===== src/rtl/lc3_decode.sv =====
// LC3 decode stage: registers each accepted instruction, derives its control fields,
// and stalls issue on RAW/WAW hazards tracked by a pending-write scoreboard.
module lc3_decode #(
    parameter int NREG = 8
) (
    input  logic        clk,
    input  logic        rst,
    input  logic        enable_decode,
    input  logic [15:0] instr_in,
    input  logic [15:0] npc_in,
    input  logic        wb_valid,
    input  logic [2:0]  wb_dr,
    output logic [15:0] ir,
    output logic [15:0] npc_out,
    output logic [2:0]  dr,
    output logic [2:0]  sr1,
    output logic [2:0]  sr2,
    output logic [2:0]  W_Control,
    output logic [1:0]  alu_op,
    output logic        imm_sel,
    output logic        mem_rd,
    output logic        mem_wr,
    output logic        wb_en,
    output logic        valid_out,
    output logic        stall
);

    logic [15:0]     ir_q, ir_d, npc_q, npc_d;
    logic [2:0]      dr_q, dr_d, sr1_q, sr1_d, sr2_q, sr2_d, wctl_q, wctl_d;
    logic [1:0]      alu_op_q, alu_op_d;
    logic            imm_sel_q, imm_sel_d, mem_rd_q, mem_rd_d, mem_wr_q, mem_wr_d;
    logic            wb_en_q, wb_en_d, valid_q, valid_d;
    logic [NREG-1:0] pending_q, pending_d, eff;

    logic [3:0] op;
    logic       is_add, is_and, is_not, is_ld, is_ldr, is_ldi, is_lea;
    logic       is_st, is_str, is_sti, is_jmp;
    logic       f_wb, f_load, f_store;
    logic       use_sr1, use_sr2, use_dst_src;
    logic [2:0] f_dr, f_sr1, f_sr2, f_wctl;
    logic [1:0] f_alu_op;
    logic       hazard, issue;

    always_comb begin
        op     = instr_in[15:12];
        is_add = (op == 4'b0001);
        is_and = (op == 4'b0101);
        is_not = (op == 4'b1001);
        is_ld  = (op == 4'b0010);
        is_ldr = (op == 4'b0110);
        is_ldi = (op == 4'b1010);
        is_lea = (op == 4'b1110);
        is_st  = (op == 4'b0011);
        is_str = (op == 4'b0111);
        is_sti = (op == 4'b1011);
        is_jmp = (op == 4'b1100);

        f_load  = is_ld | is_ldr | is_ldi;
        f_store = is_st | is_str | is_sti;
        f_wb    = is_add | is_and | is_not | f_load | is_lea;

        f_dr  = instr_in[11:9];
        f_sr1 = instr_in[8:6];
        f_sr2 = f_store ? instr_in[11:9] : instr_in[2:0];

        f_wctl = 3'd0;
        if (f_load)      f_wctl = 3'd1;
        else if (is_lea) f_wctl = 3'd2;

        f_alu_op = 2'b11;
        if (is_add)      f_alu_op = 2'b00;
        else if (is_and) f_alu_op = 2'b01;
        else if (is_not) f_alu_op = 2'b10;

        use_sr1     = is_add | is_and | is_not | is_ldr | is_jmp | is_str;
        use_sr2     = (is_add | is_and) & ~instr_in[5];
        use_dst_src = f_store;
    end

    // A retire this cycle is visible to the hazard check (same-cycle bypass).
    always_comb begin
        eff = pending_q;
        if (wb_valid) eff[wb_dr] = 1'b0;

        hazard = (use_sr1 & eff[f_sr1])
               | (use_sr2 & eff[instr_in[2:0]])
               | (use_dst_src & eff[instr_in[11:9]])
               | (f_wb & eff[f_dr]);
        stall  = enable_decode & hazard;
        issue  = enable_decode & ~hazard;
    end

    always_comb begin
        ir_d      = ir_q;
        npc_d     = npc_q;
        dr_d      = dr_q;
        sr1_d     = sr1_q;
        sr2_d     = sr2_q;
        wctl_d    = wctl_q;
        alu_op_d  = alu_op_q;
        imm_sel_d = imm_sel_q;
        mem_rd_d  = mem_rd_q;
        mem_wr_d  = mem_wr_q;
        wb_en_d   = wb_en_q;
        valid_d   = 1'b0;
        pending_d = eff;
        if (issue) begin
            ir_d      = instr_in;
            npc_d     = npc_in;
            dr_d      = f_dr;
            sr1_d     = f_sr1;
            sr2_d     = f_sr2;
            wctl_d    = f_wctl;
            alu_op_d  = f_alu_op;
            imm_sel_d = (is_add | is_and) & instr_in[5];
            mem_rd_d  = f_load;
            mem_wr_d  = f_store;
            wb_en_d   = f_wb;
            valid_d   = 1'b1;
            // Setting after the retire clear makes a same-register set win.
            if (f_wb) pending_d[f_dr] = 1'b1;
        end
    end

    always_ff @(posedge clk or negedge rst) begin
        if (!rst) begin
            ir_q      <= '0;
            npc_q     <= '0;
            dr_q      <= '0;
            sr1_q     <= '0;
            sr2_q     <= '0;
            wctl_q    <= '0;
            alu_op_q  <= '0;
            imm_sel_q <= 1'b0;
            mem_rd_q  <= 1'b0;
            mem_wr_q  <= 1'b0;
            wb_en_q   <= 1'b0;
            valid_q   <= 1'b0;
            pending_q <= '0;
        end else begin
            ir_q      <= ir_d;
            npc_q     <= npc_d;
            dr_q      <= dr_d;
            sr1_q     <= sr1_d;
            sr2_q     <= sr2_d;
            wctl_q    <= wctl_d;
            alu_op_q  <= alu_op_d;
            imm_sel_q <= imm_sel_d;
            mem_rd_q  <= mem_rd_d;
            mem_wr_q  <= mem_wr_d;
            wb_en_q   <= wb_en_d;
            valid_q   <= valid_d;
            pending_q <= pending_d;
        end
    end

    assign ir        = ir_q;
    assign npc_out   = npc_q;
    assign dr        = dr_q;
    assign sr1       = sr1_q;
    assign sr2       = sr2_q;
    assign W_Control = wctl_q;
    assign alu_op    = alu_op_q;
    assign imm_sel   = imm_sel_q;
    assign mem_rd    = mem_rd_q;
    assign mem_wr    = mem_wr_q;
    assign wb_en     = wb_en_q;
    assign valid_out = valid_q;

endmodule


===== config.mk =====
export PLATFORM = sky130hd
export DESIGN_NAME = lc3_decode
export DESIGN_NICKNAME = d
export VERILOG_FILES = /design/src/rtl/lc3_decode.sv
export SDC_FILE = /design/constraint.sdc
export NUM_CORES = 1
export LEC_CHECK = 0
export ABC_AREA = 1
export CAP_MARGIN = 0
export CORE_MARGIN = 3
export CORE_UTILIZATION = 42
export CTS_CLUSTER_SIZE = 30
export DETAILED_ROUTE_END_ITERATION = 7
export PLACE_DENSITY = 0.87
export SYNTH_ARGS = -nofsm -noshare
export SYNTH_HDL_FRONTEND = slang
export SYNTH_SLANG_ARGS = --single-unit

===== constraint.sdc =====
create_clock -name clk -period 1.35 [get_ports clk]
set_clock_uncertainty 0.1 [all_clocks]
set_input_delay 0.2025 -clock clk [delete_from_list [all_inputs] [get_ports clk]]
set_output_delay 0.2025 -clock clk [all_outputs]
set_load 0.01 [all_outputs]

Word-level counts from Yosys, hierarchy flattened
Cells that the tools add are included.
{ "word_totals": {"reg_bits": 59, "elab_cells": 79, "output_inout_bits": 52, "input_bits": 39} }
{ "classes": {"muxes": 20, "bitwise": 27, "magnitude_cmp": 6, "eq_ne": 11, "n_reduce_logical": 2} }
{ "op_table": {"columns": ["op", "n"], "rows": [
  ["$mux 8", 3],
  ["$eq 4x4->1 const B", 5],
  ["$lt 3x4->1 const B", 4],
  ["$or 1x1->1", 14],
  ["$eq 4x3->1 const B", 3],
  ["$bmux 1 s3", 3],
  ["$and 1x1->1", 8],
  ["$and 8x8->8", 1],
  ["$eq 4x2->1 const B", 2],
  ["$mux 2", 4],
  ["$not 8->8", 1],
  ["$or 8x8->8", 1],
  ["$mux 1", 7],
  ["$demux 1 s3", 2],
  ["$ge 3x1->1 const B", 2],
  ["$eq 4x1->1 const B", 1],
  ["$mux 3", 1],
  ["$logic_and 1x1->1", 2],
  ["$not 1->1", 2]
]} }

Logic depth before layout (Yosys ltp)
{ "logic_depth": {"word_depth": 16, "depth_mapped": 13, "mapped_depth_nobuf": 12} }

Worst setup path before layout
No wires, ideal clock.
{ "synth_timing": {"path_type": "input to register", "start": "input wb_dr[1]", "end": "register mem_wr_q, in the netlist mem_wr", "path_buffers": 1, "required_ns": 1.185, "arrival_time_ns": 1.310, "path_stages": 12, "setup_ns": 0.065, "slack_ns": -0.125, "cell_sequence": "nor2_1 -> nand2_1 -> nand2_1 -> inv_1 -> o21ai_0 -> nor2_1 -> nand3_2 -> nand2_2 -> nor2_4 -> buf_6 -> nand3_1 -> nand2_1"} }
{ "synth_via": {"elab_chain_cells": 15, "elab_cells_between_ends": 23, "cone_classes": "2 x order compare; 9 x mux; 11 x bitwise; 1 x reduce/logical"} }
{ "synth_lines": {"columns": ["element", "line", "rtl"], "rows": [
  ["start, declared", "12", "input logic [2:0] wb_dr,"],
  ["$lt 3x4->1 (implied by the code) or $ge 3x1->1 (tied branches)", "83", "if (wb_valid) eff[wb_dr] = 1'b0;"],
  ["$logic_and 1x1->1 (implied by the code)", "83", null],
  ["$mux 1 (implied by the code)", "83", null],
  ["$demux 1 s3 *", "83", null],
  ["$not 8->8 (no line) *", null, null],
  ["$and 8x8->8 (no line) *", null, null],
  ["$mux 8 *", "83", null],
  ["$bmux 1 s3, on equally long branches", "85, 86", null],
  ["$mux 1, on equally long branches", "85, 86", null],
  ["$and 1x1->1, on equally long branches", "85, 86", null],
  ["$or 1x1->1", "86", "| (use_sr2 & eff[instr_in[2:0]])"],
  ["$or 1x1->1", "87", "| (use_dst_src & eff[instr_in[11:9]])"],
  ["$or 1x1->1 *", "88", "| (f_wb & eff[f_dr]);"],
  ["$not 1->1 *", "90", "issue = enable_decode & ~hazard;"],
  ["$and 1x1->1 *", "90", null],
  ["end signal, assigned", "150", "mem_wr_q <= mem_wr_d;"],
  ["end, declared", "31", "logic imm_sel_q, imm_sel_d, mem_rd_q, mem_rd_d, mem_wr_q, mem_wr_d;"]
]} }
Mark *: on every way between the ends. The rest lies on a longest branch, timed or not. The select of a mux whose other input is x is not followed.
A chain may end at the register's enable or synchronous reset.

Final worst setup path
{ "layout_timing": {"start": "register pending_q[0]", "end": "register ir_q[1], in the netlist ir[1]"} }
{ "layout_via": {"elab_chain_cells": 10, "elab_cells_between_ends": 17, "cone_classes": "7 x mux; 10 x bitwise"} }
{ "layout_lines": {"columns": ["element", "line", "rtl"], "rows": [
  ["start, declared", "33", "logic [NREG-1:0] pending_q, pending_d, eff;"],
  ["start signal, assigned", "153", "pending_q <= pending_d;"],
  ["$and 8x8->8 (no line)", null, null],
  ["$mux 8 *", "83", null],
  ["$bmux 1 s3, on equally long branches", "85, 86", null],
  ["$mux 1, on equally long branches", "85, 86", null],
  ["$and 1x1->1, on equally long branches", "85, 86", null],
  ["$or 1x1->1", "86", null],
  ["$or 1x1->1", "87", null],
  ["$or 1x1->1 *", "88", null],
  ["$not 1->1 *", "90", null],
  ["$and 1x1->1 *", "90", null],
  ["end signal, assigned", "141", "ir_q <= ir_d;"],
  ["end, declared", "28", "logic [15:0] ir_q, ir_d, npc_q, npc_d;"]
]} }
Marks and branches as above.

==> flow_summary.yaml <==
run_status:
  outcome: "finished, violations left"
  violations: "negative setup slack"
run:
  drv_cap: 0
placement:
  post-dp-hpwl_um: 5860
  dp_slack_ns: -1.20
  last_weighted_congestion_value_of_the_routability_driven_placer: 0.925
  post-place-cells: 565
  place.port_buffers: 89
sta:
  hold_viol: 0
  finalCritPeriodShare: 1.46
  fin_ws_ns: -0.620
  timing.final.crit_period_ns: 1.97
  achievable_clock_frequency_mhz: 508
  report.final.slew_viol_count: 0
  finalSetupViolations: 52
  rsz0062_at_grt: "yes"
final_layout:
  area_growth_syn_to_layout_pct: 64.7
  final_nets: 552
  fin_util: 0.741
  antenna_cells_inserted: 0
  post_route_cells_drive_above_1_share: 0.302
  final_cell_mix: "135 x sky130_fd_sc_hd__nand2_1, 56 x sky130_fd_sc_hd__dlygate4sd2_1, 51 x sky130_fd_sc_hd__dfrtp_1"
  most_common_cell_after_layout_fill_and_taps_aside: "sky130_fd_sc_hd__nand2_1"
  layout.cells.non_filler: 589
yosys:
  yosys_register_bits: 51
  post_synthesis_sequential_area_ratio: 0.463
  synth-warning-count: 0
  synth_fp_nets: 415
  netlist_instances: 376
  post_synth.cell_area_avg_sq_um: 7.34
  syn_area_sq_um: 2760
  yosys.cell_types.count: 23
global_routing:
  initial_antenna_violation_count: 0
  grtUsageTotal: 0.222
  grt_pass1_wl_um: 13300
  globalRoute.totalOverflow: 0
  first_global_vias: 2912
  grt_max_degree: 52
worst_setup_path:
  cp_data_arrival_time_ns: 2.07
  critPathTopFamily: "simple AND/OR/NAND/NOR gates"
  worst-path-max-fanout: 6
  crit_path_cell_trace: "a21boi_2 > nor2_1 > nor2_1 > nand3_2 > nand2_2 > buf_6 > nor2_4 > buf_12 > buf_8 > clkbuf_16 > nand3_2 > nand2_1"
  setup.worst_path.start_class: "register"
  critPathBufInv: 4
  maximum_single_stage_delay_on_the_critical_path_ns: 0.39
  timing.setup.critical_path_class: "register to register"
  endpoint_kind: "register"
  worst_path_max_delay_cell: "sky130_fd_sc_hd__dfrtp_1"
  cp.required_ns: 1.45
pwr:
  cellPowerDensity_nw_per_um2: 1360
  power.static_leakage_nw: 2.45
  ir_drop_mv: 0.742
route:
  met3_length_um: 644
  drt_drc_violations_left: 0
  final_antenna_net_count: 0
  met2_wirelength_um: 4770
  route.vias.total: 3102
  detailed_routing_wirelength_on_met1_um: 3700
  drt_pre_antenna_iters: 5
  top_layer_used: "met4"
  detailedRoute.firstIterationViolations: 189
  post_drt_wl_per_cell_um: 15.8
  post_drt_via_cell_ratio: 5.27
  routed_wl_um: 9310
die:
  design.die.area_sq_um: 7580
  chipHeight_um: 87.1
  core_area_sq_um: 6130
  boundaryPins: 91
  start_util: 0.450
  die_w_um: 87.1
  floorplan.rows: 28
clock_network:
  tritoncts: "yes"
  clock-root-buffer: "sky130_fd_sc_hd__clkbuf_8"
  path_clk_slew_ns: 0.10
  cts_max_path_buffers: 2
  clock_latency_ns: 0.31
  tritoncts_buffer_count: 5
  h-tree-depth: 2
  cts_num_sinks: 51
worst_hold_path:
  hp-class: "primary input to register"
-- flip-flops by register name (all words and copies together) (netlist names), 2 cells and up --
signal	count
ir	16
npc_out	16
pending_q	8
sr2	3
W_Control	2
alu_op	2
-- report_power, final --
part,internal (mW),switching [mW]
combinational,1.38,1.45
clock,0.611,0.541
sequential,1.95,0.274
-- Yosys cell counts --
master	number	share of area
sky130_fd_sc_hd__o21ai_2	1	0.0032
sky130_fd_sc_hd__nor2_1	11	0.015
sky130_fd_sc_hd__nand2_1	143	0.19
sky130_fd_sc_hd__inv_1	36	0.049
sky130_fd_sc_hd__conb_1	1	0.0014
sky130_fd_sc_hd__nor2_4	2	0.0082
sky130_fd_sc_hd__o21ai_1	1	0.0018
sky130_fd_sc_hd__buf_6	5	0.020
sky130_fd_sc_hd__inv_2	1	0.0014
sky130_fd_sc_hd__nor3_1	6	0.011
sky130_fd_sc_hd__nor2_2	1	0.0023
sky130_fd_sc_hd__buf_2	10	0.018
sky130_fd_sc_hd__nand2_2	1	0.0023
sky130_fd_sc_hd__dfrtp_1	51	0.46
sky130_fd_sc_hd__buf_4	8	0.022
sky130_fd_sc_hd__a21oi_1	2	0.0036
sky130_fd_sc_hd__clkbuf_1	1	0.0014
sky130_fd_sc_hd__o21ai_0	12	0.022
sky130_fd_sc_hd__o21bai_1	2	0.0054
sky130_fd_sc_hd__a21boi_0	2	0.0054
sky130_fd_sc_hd__nand3_1	76	0.14
sky130_fd_sc_hd__nand4_2	1	0.0045
sky130_fd_sc_hd__nand3_2	2	0.0073
-- area by class of cell --
class / count / area, sq um
Tap cell: 75 / 93.8
Inverter: 37 / 146
Clock inverter: 2 / 38.8
Fill cell: 455 / 1590
Multi-Input combinational cell: 264 / 1450
Clock buffer: 6 / 82.6
Sequential cell: 51 / 1280
Timing Repair Buffer: 154 / 1450
-- final timing paths --
kind,start,end,slack [ns],cells after the start
max,pending_q[0]$_DFF_PN0_,ir[1]$_DFFE_PN0P_,-0.62,12
min,instr_in[14],ir[14]$_DFFE_PN0P_,0.24,3
min reg2reg,npc_out[6]$_DFFE_PN0P_,npc_out[6]$_DFFE_PN0P_,0.37,2
max reg2reg,pending_q[0]$_DFF_PN0_,ir[1]$_DFFE_PN0P_,-0.62,12
max in group asynchronous,rst,pending_q[3]$_DFF_PN0_,0.60,3
min in group asynchronous,rst,wb_en$_DFFE_PN0P_,0.30,3
-- cells by family (layout without fill, tap and decap cells) --
family | after synthesis | in the layout | share of synthesized area
AOI/OAI and AO/OA | 20 | 20 | 0.0413
buffers and inverters | 61 | 199 | 0.112
DFF | 51 | 51 | 0.463
other | 1 | 1 | 0.00136
and+or+nand+nor | 243 | 243 | 0.383
-- worst register-to-register path: cells and delay by family (launching register included) --
family,cells,cell delay [ns]
and+or+nand+nor,7,0.64
buffers and inverters,4,0.53
DFF,1,0.39
AOI/OAI and AO/OA,1,0.21
-- per-layer routing --
layer | track usage | vias up
met4 | 0.0666 | 0
met2 | 0.397 | 138
met3 | 0.0378 | 21
met5 | 0 | -
li1 | - | 1457
met1 | 0.272 | 1486
-- metrics by stage --
step	power, mW	instance area [sq um]	setup TNS [ns]	hold slack (ns)
after global routing	6.54	4540	-31.35	0.235
after CTS	5.89	4290	-23.45	0.234
final	6.19	4540	-27.29	0.236
after detailed placement	4.82	4060	-54.10	0.117
after global placement	4.74	4060	-51.30	0.112
after floorplan	3.48	2850	-4.79	-0.193
-- timing repair --
action                                 in CTS  in global routing
gates cloned                                2                  4
gates resized for setup                    98                 50
buffers inserted                            8                  4
setup endpoints to repair                 102                 54
pin swaps                                   6                 39
hold buffers                                1                  0
endpoints found under the hold margin      51                  0
No activity file was read; power rests on OpenSTA's default activity.
